`src/rtl/adrv9001_pkg.sv`:
```
// Shared encodings for the ADRV9001 transmit burst controller: channel data
// sources and the burst FSM states.
package adrv9001_pkg;

    localparam int TIMER_W = 16;

    typedef enum logic [2:0] {
        SRC_AXIS  = 3'd0,
        SRC_ZEROS = 3'd1,
        SRC_ONES  = 3'd2,
        SRC_RAMP  = 3'd3,
        SRC_PN15  = 3'd4,
        SRC_FIXED = 3'd5
    } data_src_e;

    typedef enum logic [1:0] {
        ST_IDLE   = 2'd0,
        ST_WARMUP = 2'd1,
        ST_BURST  = 2'd2,
        ST_GUARD  = 2'd3
    } state_e;

endpackage

```
`src/rtl/adrv9001_cycle_timer.sv`:
```
// Loadable down-counter; expired_o flags the last cycle of a loaded interval,
// so a load of N keeps the caller in its state for exactly N cycles.
module adrv9001_cycle_timer
    import adrv9001_pkg::*;
(
    input  logic               clk_i,
    input  logic               rst_ni,
    input  logic               load_i,
    input  logic [TIMER_W-1:0] load_val_i,
    output logic               expired_o
);

    logic [TIMER_W-1:0] count_q;

    always_ff @(posedge clk_i or negedge rst_ni) begin
        if (!rst_ni) begin
            count_q <= '0;
        end else if (load_i) begin
            count_q <= load_val_i;
        end else if (count_q != '0) begin
            count_q <= count_q - TIMER_W'(1);
        end
    end

    assign expired_o = (count_q == TIMER_W'(1));

endmodule

```
`src/rtl/adrv9001_tx_burst_ctrl.sv`:
```
// Transmit burst sequencer: warm-up zeros, burst data, guard zeros around each
// request. Define ADRV9001_TX_UNDERFLOW_CNT_EN to add the underflow_cnt output.
module adrv9001_tx_burst_ctrl
    import adrv9001_pkg::*;
#(
    parameter int unsigned WARMUP_CYCLES = 16,
    parameter int unsigned GUARD_CYCLES  = 8,
    parameter int          LEN_W         = 16
) (
    input  logic             s_axis_aclk,
    input  logic             s_axis_aresetn,
    input  logic             req_valid,
    output logic             req_ready,
    input  logic [LEN_W-1:0] req_len,
    input  logic [2:0]       req_src,
    input  logic [31:0]      req_pattern,
    input  logic             abort,
    output logic             tx_enable,
    output logic [2:0]       tx_data_src,
    output logic [31:0]      tx_fixed_pattern,
    input  logic             tx_tready,
    input  logic             user_tvalid,
    output logic             busy,
    output logic             done,
    output logic             aborted,
`ifdef ADRV9001_TX_UNDERFLOW_CNT_EN
    output logic [LEN_W-1:0] underflow_cnt,
`endif
    output logic [LEN_W-1:0] samples_sent
);

    state_e             state_q;
    logic [LEN_W-1:0]   len_q;
    logic [2:0]         src_q;
    logic [31:0]        pattern_q;
    logic [LEN_W-1:0]   samples_q;
    logic               req_ready_q;
    logic               tx_enable_q;
    logic [2:0]         tx_data_src_q;
    logic [31:0]        tx_fixed_pattern_q;
    logic               busy_q;
    logic               done_q;
    logic               aborted_q;

    logic               accept;
    logic               sample;
    logic               final_sample;
    logic               abort_hit;
    logic               enter_guard;
    logic               timer_load;
    logic [TIMER_W-1:0] timer_val;
    logic               timer_expired;

    always_comb begin
        accept       = req_valid && req_ready_q && (state_q == ST_IDLE);
        sample       = (state_q == ST_BURST) && tx_tready;
        final_sample = sample &&
                       (((LEN_W+1)'(samples_q) + (LEN_W+1)'(1)) == (LEN_W+1)'(len_q));
        // The last sample wins over a coincident abort: the burst completed normally.
        abort_hit    = abort && ((state_q == ST_WARMUP) ||
                                 ((state_q == ST_BURST) && !final_sample));
        enter_guard  = final_sample || abort_hit;
        timer_load   = (accept && (req_len != '0)) || enter_guard;
        timer_val    = accept ? TIMER_W'(WARMUP_CYCLES) : TIMER_W'(GUARD_CYCLES);
    end

    adrv9001_cycle_timer u_timer (
        .clk_i      (s_axis_aclk),
        .rst_ni     (s_axis_aresetn),
        .load_i     (timer_load),
        .load_val_i (timer_val),
        .expired_o  (timer_expired)
    );

    always_ff @(posedge s_axis_aclk or negedge s_axis_aresetn) begin
        if (!s_axis_aresetn) begin
            state_q            <= ST_IDLE;
            len_q              <= '0;
            src_q              <= SRC_ZEROS;
            pattern_q          <= '0;
            samples_q          <= '0;
            req_ready_q        <= 1'b0;
            tx_enable_q        <= 1'b0;
            tx_data_src_q      <= SRC_ZEROS;
            tx_fixed_pattern_q <= '0;
            busy_q             <= 1'b0;
            done_q             <= 1'b0;
            aborted_q          <= 1'b0;
        end else begin
            done_q <= 1'b0;
            case (state_q)
                ST_IDLE: begin
                    req_ready_q   <= 1'b1;
                    tx_enable_q   <= 1'b0;
                    tx_data_src_q <= SRC_ZEROS;
                    busy_q        <= 1'b0;
                    if (accept) begin
                        len_q     <= req_len;
                        src_q     <= req_src;
                        pattern_q <= req_pattern;
                        samples_q <= '0;
                        aborted_q <= 1'b0;
                        if (req_len == '0) begin
                            done_q <= 1'b1;
                        end else begin
                            state_q     <= ST_WARMUP;
                            req_ready_q <= 1'b0;
                            tx_enable_q <= 1'b1;
                            busy_q      <= 1'b1;
                        end
                    end
                end
                ST_WARMUP: begin
                    if (abort_hit) begin
                        state_q   <= ST_GUARD;
                        aborted_q <= 1'b1;
                    end else if (timer_expired) begin
                        state_q            <= ST_BURST;
                        tx_data_src_q      <= src_q;
                        tx_fixed_pattern_q <= pattern_q;
                    end
                end
                ST_BURST: begin
                    if (sample && (samples_q != '1)) begin
                        samples_q <= samples_q + LEN_W'(1);
                    end
                    if (enter_guard) begin
                        state_q       <= ST_GUARD;
                        tx_data_src_q <= SRC_ZEROS;
                        aborted_q     <= abort_hit;
                    end
                end
                ST_GUARD: begin
                    if (timer_expired) begin
                        state_q     <= ST_IDLE;
                        tx_enable_q <= 1'b0;
                        done_q      <= 1'b1;
                        busy_q      <= 1'b0;
                        req_ready_q <= 1'b1;
                    end
                end
                default: state_q <= ST_IDLE;
            endcase
        end
    end

`ifdef ADRV9001_TX_UNDERFLOW_CNT_EN
    logic [LEN_W-1:0] underflow_q;

    // A consumed AXIS sample with no valid user data is an underflow.
    always_ff @(posedge s_axis_aclk or negedge s_axis_aresetn) begin
        if (!s_axis_aresetn) begin
            underflow_q <= '0;
        end else if (accept) begin
            underflow_q <= '0;
        end else if (sample && !user_tvalid && (src_q == SRC_AXIS) && (underflow_q != '1)) begin
            underflow_q <= underflow_q + LEN_W'(1);
        end
    end

    assign underflow_cnt = underflow_q;
`else
    logic unused_user_tvalid;
    assign unused_user_tvalid = user_tvalid;
`endif

    assign req_ready        = req_ready_q;
    assign tx_enable        = tx_enable_q;
    assign tx_data_src      = tx_data_src_q;
    assign tx_fixed_pattern = tx_fixed_pattern_q;
    assign busy             = busy_q;
    assign done             = done_q;
    assign aborted          = aborted_q;
    assign samples_sent     = samples_q;

endmodule

```
`config.mk`:
```
export PLATFORM = sky130hd
export DESIGN_NAME = adrv9001_tx_burst_ctrl
export DESIGN_NICKNAME = d
export VERILOG_FILES = /design/src/rtl/adrv9001_pkg.sv /design/src/rtl/adrv9001_cycle_timer.sv /design/src/rtl/adrv9001_tx_burst_ctrl.sv
export SDC_FILE = /design/constraint.sdc
export NUM_CORES = 1
export LEC_CHECK = 0
export BUFFER_PORTS_ARGS = -buffer_cell sky130_fd_sc_hd__buf_2
export CAP_MARGIN = 10
export CORE_MARGIN = 2
export CORE_UTILIZATION = 25
export DETAILED_ROUTE_END_ITERATION = 7
export PLACE_DENSITY = 0.45
export SETUP_SLACK_MARGIN = 0.05
export SLEW_MARGIN = 25
export SYNTH_ARGS = -nofsm -noshare
export SYNTH_HDL_FRONTEND = slang
export SYNTH_SLANG_ARGS = --single-unit
export TNS_END_PERCENT = 10
```
`constraint.sdc`:
```
create_clock -name s_axis_aclk -period 4.16 [get_ports s_axis_aclk]
set_input_delay 0.416 -clock s_axis_aclk [delete_from_list [all_inputs] [get_ports s_axis_aclk]]
set_output_delay 0.416 -clock s_axis_aclk [all_outputs]
set_load 0.02 [all_outputs]
```
Yosys cells after proc, flatten, opt, wreduce, memory -nomap -nowiden

Index checks and enable logic that the tools add are counted.

Bits in registers: 124
Input bits: 57
Output and inout port bits: 56
Word-level logic and storage cells: 90

$add $sub $neg: 3
Equality and inequality tests: 15
Multiplexer cells: 32
Bitwise gates (word level): 1
Reductions and logical operators: 27

Operators by type and width:

| operator                | number |
|---|---|
| $mux W16                | 4 |
| $pmux W16 S2            | 1 |
| $reduce_bool A16 Y1     | 2 |
| $add A16 B1 Y17 const B | 1 |
| $eq A17 B16 Y1          | 1 |
| $add A16 B1 Y16 const B | 1 |
| $eq A16 B1 Y1 const B   | 1 |
| $logic_not A16 Y1       | 1 |
| $ne A16 B16 Y1 const B  | 1 |
| $sub A16 B1 Y16 const B | 1 |
| $ne A2 B2 Y1 const B    | 7 |
| $mux W2                 | 6 |
| $mux W1                 | 11 |
| $mux W3                 | 3 |
| $pmux W3 S3             | 1 |
| $logic_and A1 B1 Y1     | 8 |
| $pmux W2 S4             | 1 |
| $reduce_and A4 Y1       | 2 |
| $pmux W1 S2             | 3 |
| $reduce_and A3 Y1       | 2 |
| $reduce_bool A2 Y1      | 3 |
| $mux W5                 | 1 |
| $reduce_and A5 Y1       | 1 |
| $eq A2 B2 Y1 const B    | 2 |
| other kinds (10)        | 13 |

Depth between registers and ports, before layout

Depth after elaboration: 10
Mapped depth: 12
Mapped depth without buffers: 9

Cells and area by module

Synthesis repeated with hierarchy kept, for this count alone.

Cells, all modules: 653
Area total of the unflattened synthesis: 6224.7 um^2

By module, submodules not included:

| module                 | times used | cells an instance | area each (um^2) | seq. area each (um^2) |
|---|---|---|---|---|
| adrv9001_tx_burst_ctrl | 1          | 533               | 5124.9           | 2705.1 |
| adrv9001_cycle_timer   | 1          | 120               | 1099.8           | 400.4 |

Worst setup path before layout

Ideal clock, no wire load.

Path kind: register to register
From: register samples_q[0] (netlist: samples_sent[0])
To: register u_timer.count_q[11]
Setup time: 119 ps
Arrival time: 2551 ps
Required time: 4041 ps
Slack: 1490 ps
Cell stages (with the launch flop): 12
Path buffers: 3
Period minus slack after synthesis: 2670 ps
Cells stage by stage: dfrtp_1 -> ha_1 -> buf_4 -> nand2_1 -> or4_4 -> a221oi_2 -> nand4_2 -> o21ai_2 -> nand2b_1 -> buf_6 -> buf_6 -> nor2_1

Longest elaborated chain between the ends: 10
Elaborated cells on any way between the ends: 11
Classes of those cells: add/sub: 1; eq/ne: 1; mux: 1; reduce/logical: 8

RTL lines:

| what                                                  | line                          | RTL |
|---|---|---|
| from (decl)                                           | adrv9001_tx_burst_ctrl.sv:36  | `logic [LEN_W-1:0] samples_q;` |
| from (signal assigned)                                | adrv9001_tx_burst_ctrl.sv:125 | `samples_q <= samples_q + LEN_W'(1);` |
| $add A16 B1 Y17 (*)                                   | adrv9001_tx_burst_ctrl.sv:58  | `(((LEN_W+1)'(samples_q) + (LEN_W+1)'(1)) == (LEN_W+1)'(len_q));` |
| $eq A17 B16 Y1 (*)                                    | adrv9001_tx_burst_ctrl.sv:58  |  |
| $logic_and A1 B1 Y1 (*)                               | adrv9001_tx_burst_ctrl.sv:57  | `final_sample = sample &&` |
| $logic_not A1 Y1                                      | adrv9001_tx_burst_ctrl.sv:61  | `((state_q == ST_BURST) && !final_sample));` |
| $logic_and A1 B1 Y1                                   | adrv9001_tx_burst_ctrl.sv:61  |  |
| $logic_or A1 B1 Y1                                    | adrv9001_tx_burst_ctrl.sv:60  | `abort_hit = abort && ((state_q == ST_WARMUP) \|\|` |
| $logic_and A1 B1 Y1                                   | adrv9001_tx_burst_ctrl.sv:60  |  |
| $logic_or A1 B1 Y1 (*)                                | adrv9001_tx_burst_ctrl.sv:62  | `enter_guard = final_sample \|\| abort_hit;` |
| $logic_or A1 B1 Y1 (*)                                | adrv9001_tx_burst_ctrl.sv:63  | `timer_load = (accept && (req_len != '0)) \|\| enter_guard;` |
| $mux W16 / $reduce_bool A2 Y1 (equally long branches) | --                            |  |
| to (signal assigned)                                  | adrv9001_cycle_timer.sv:19    | `count_q <= load_val_i;` |
| to (signal assigned)                                  | adrv9001_cycle_timer.sv:21    | `count_q <= count_q - TIMER_W'(1);` |
| to (decl)                                             | adrv9001_cycle_timer.sv:13    | `logic [TIMER_W-1:0] count_q;` |

Every way passes the cells marked *; elsewhere a longest branch is shown, timed or not.
A chain may end at the register's enable or synchronous reset.

Worst setup path after layout

From: register samples_q[0] (netlist: samples_sent[0])
To: register u_timer.count_q[3]

Same word-level chain as after synthesis.

==> metrics <==
synth warn 0; Post-Synthesis Cells between 500 and 600; Layout Area Growth over Synthesis 24.3%; P per Cell Area 681 mW/mm2; crit-path cells ha_1 -> nand2_1 -> or4_4 -> a221oi_2 -> nand4_2 -> o21ai_2 -> nand2b_1 -> o31ai_2; Mapped Avg Cell Area approximately 12 um2; maxcap violations 0; die footprint around 0.025 mm2; largest net degree at the start of global routing 80; dpl cells slightly above 900; Place WS between 0.8 and 0.9 ns; most frequent cells in the layout 122 x dfrtp_1, 110 x buf_2, 85 x mux2_2; Die Wd ~160 um; final setup margin 0.849 ns; grt total ovfl 0; clk_skew 0.0149 ns; total CTS buffers 17; hold crit path type in -> async; post-route setup TNS 0 ns; DP Wirelength between 10000 and 15000 um; Synth Cell Area approximately 0.006 mm2; ys flop type dfrtp_1; CP Data Required Time 4.42 ns; Area after DPL 0.00685 mm2; Leakage ~3.5 nW; vias in the first global route ~4500; GRT Util Overall 0.118; Layout Cell Area excl Fill ~0.0075 mm2; Worst Setup Start Kind register; CTS H-Tree Depth 4; Slew Limit Fails 0; unrepaired setup endpoints after global routing false; CTS max path bufs 2; DR iter-0 viols ~160; CP max-delay cell or4_4; Fmax achieved approximately 300 MHz; clock sinks approximately 120; drt drc 0; Placer Congestion 0.807; CTS tree done; cts hold-fix bufs 0; critical path depth 8; Port Buffers 111; Crit Path Max Fanout 16; slowest cell delay on critical path approximately 0.63 ns; Vias 4315; Final setup viols 0; Root Buffer clkbuf_16; fin crit share 0.796; WS Path Type reg -> reg; antenna-violating nets left 0; drt wl/cell 15.3 um; DRT Pass-1 Iters 5; Critical Path AT between 3 and 4 ns; Min Clock Period, post-route 3.31 ns; layout cells sized above 1 0.403; syn nets between 500 and 600; clock-pin slew on the worst setup and hold paths around 0.06 ns; Pwr Total just over 5 mW; Via density ~4.5; postcts setup bufs 0; die height ~160 um; final hold vios 0; fraction of synthesis flops using an asynchronous set or reset pin 1.00; Final Routed Wirelength 14500 um; flops & latches, synth roughly 120; Boundary Pins between 100 and 150; slew margin rel. 0.507; Net count, final ~700; crit path capture type register; Least-Margin Pin Slew approximately 0.73 ns; initial antenna violation count 5; most common cell after layout, fill and taps aside dfrtp_1; Max VDD drop ~0.34 mV; Clock Latency Late Sink ~0.42 ns; FP Rows 56; gate family responsible for the most delay along the worst path simple AND/OR/NAND/NOR gates; Yosys cell types 60; post_cts resized 0; sequential share of the synthesized area 0.518; Buf+Inv Stages, Crit Path 0; Non-Filler Instances ~950; first-pass GRT wire length 23700 um; initial core utilization 0.255; run status completed; core area ~0.023 mm2; r2r worst-path depth 8; EDFF count, synth 0
==> worst reg2reg max path: cells and delay by family (launching register included) <==
| kind | cells | cell delay (ns) |
|---|---|---|
| AO/OA/AOI/OAI | 3 | 0.67 |
| adder cells (fa/ha/maj) | 1 | 0.41 |
| flip-flops | 1 | 0.45 |
| AND/OR/NAND/NOR | 4 | 1.64 |
==> synth_stat cells (12+ instances only) <==
cell type / n / share of area
dfrtp_1: 122 / 0.51
mux2_2: 85 / 0.16
nor2_1: 33 / 0.021
nand2_1: 28 / 0.018
xnor2_1: 22 / 0.032
nor3_1: 20 / 0.017
o21ai_0: 17 / 0.014
a21oi_1: 14 / 0.012
buf_2: 13 / 0.011
clkbuf_1: 12 / 0.0075
nand3_1: 12 / 0.010
xor2_1: 12 / 0.018
==> final cells by class <==
class / count / area (um2)
fillers: 2391 / 16000
flip-flops and latches: 124 / 3110
multi-input cells: 348 / 2700
repair buffers: 118 / 623
clock buffers: 18 / 429
well taps: 319 / 399
clock inverters: 14 / 160
inverters: 8 / 30.0
diodes: 3 / 7.51
==> layer usage <==
layer,global-route usage,up-vias,share of wire
met5,0,-,0.00089
met4,0.0430,2,0.016
met3,0.0410,17,0.062
met2,0.187,103,0.47
met1,0.147,2124,0.45
li1,-,2069,-
==> metrics by stage <==
step | util | hold WS, ns
after floorplan | - | 0.120
after detailed placement | 0.292 | 0.476
after global routing | 0.317 | 0.0615
final | 0.317 | 0.0175
after CTS | 0.317 | 0.0370
after global placement | 0.292 | 0.467
==> flip-flops by register name (all words and copies together) (netlist names) <==
name / flops
pattern_q: 32
samples_sent: 16
aborted: 1
tx_fixed_pattern: 32
src_q: 3
busy: 1
len_q: 16
req_ready: 1
done: 1
state_q: 2
tx_data_src: 3
u_timer.count_q: 16
==> report_power, final <==
part	internal, mW	switching, mW
Sequential	1.62	0.276
Clock	0.893	0.581
Combinational	0.779	0.929
==> final timing paths <==
path                                 startpoint              endpoint  slack (ns)
worst min-delay path             s_axis_aresetn   tx_fixed_pattern[3]        0.02
worst min register to register    pattern_q[10]  tx_fixed_pattern[10]        0.49
min in group s_axis_aclk        req_pattern[25]         pattern_q[25]        0.23
worst max register to register  samples_sent[0]    u_timer.count_q[3]        0.85
max in group asynchronous        s_axis_aresetn  tx_fixed_pattern[21]        3.27
worst max-delay path            samples_sent[0]    u_timer.count_q[3]        0.85
==> kinds of logic after synthesis <==
| group | Yosys count | synth area share |
|---|---|---|
| buffers and inverters | 40 | 0.0336 |
| muxes | 89 | 0.167 |
| AOI/OAI and AO/OA | 75 | 0.0883 |
| and+or+nand+nor | 143 | 0.129 |
| xor gates and xnor gates | 34 | 0.0497 |
| DFF | 124 | 0.518 |
| adders and majority gates | 7 | 0.0146 |
Note: power is estimated with default switching activity, not from simulation.
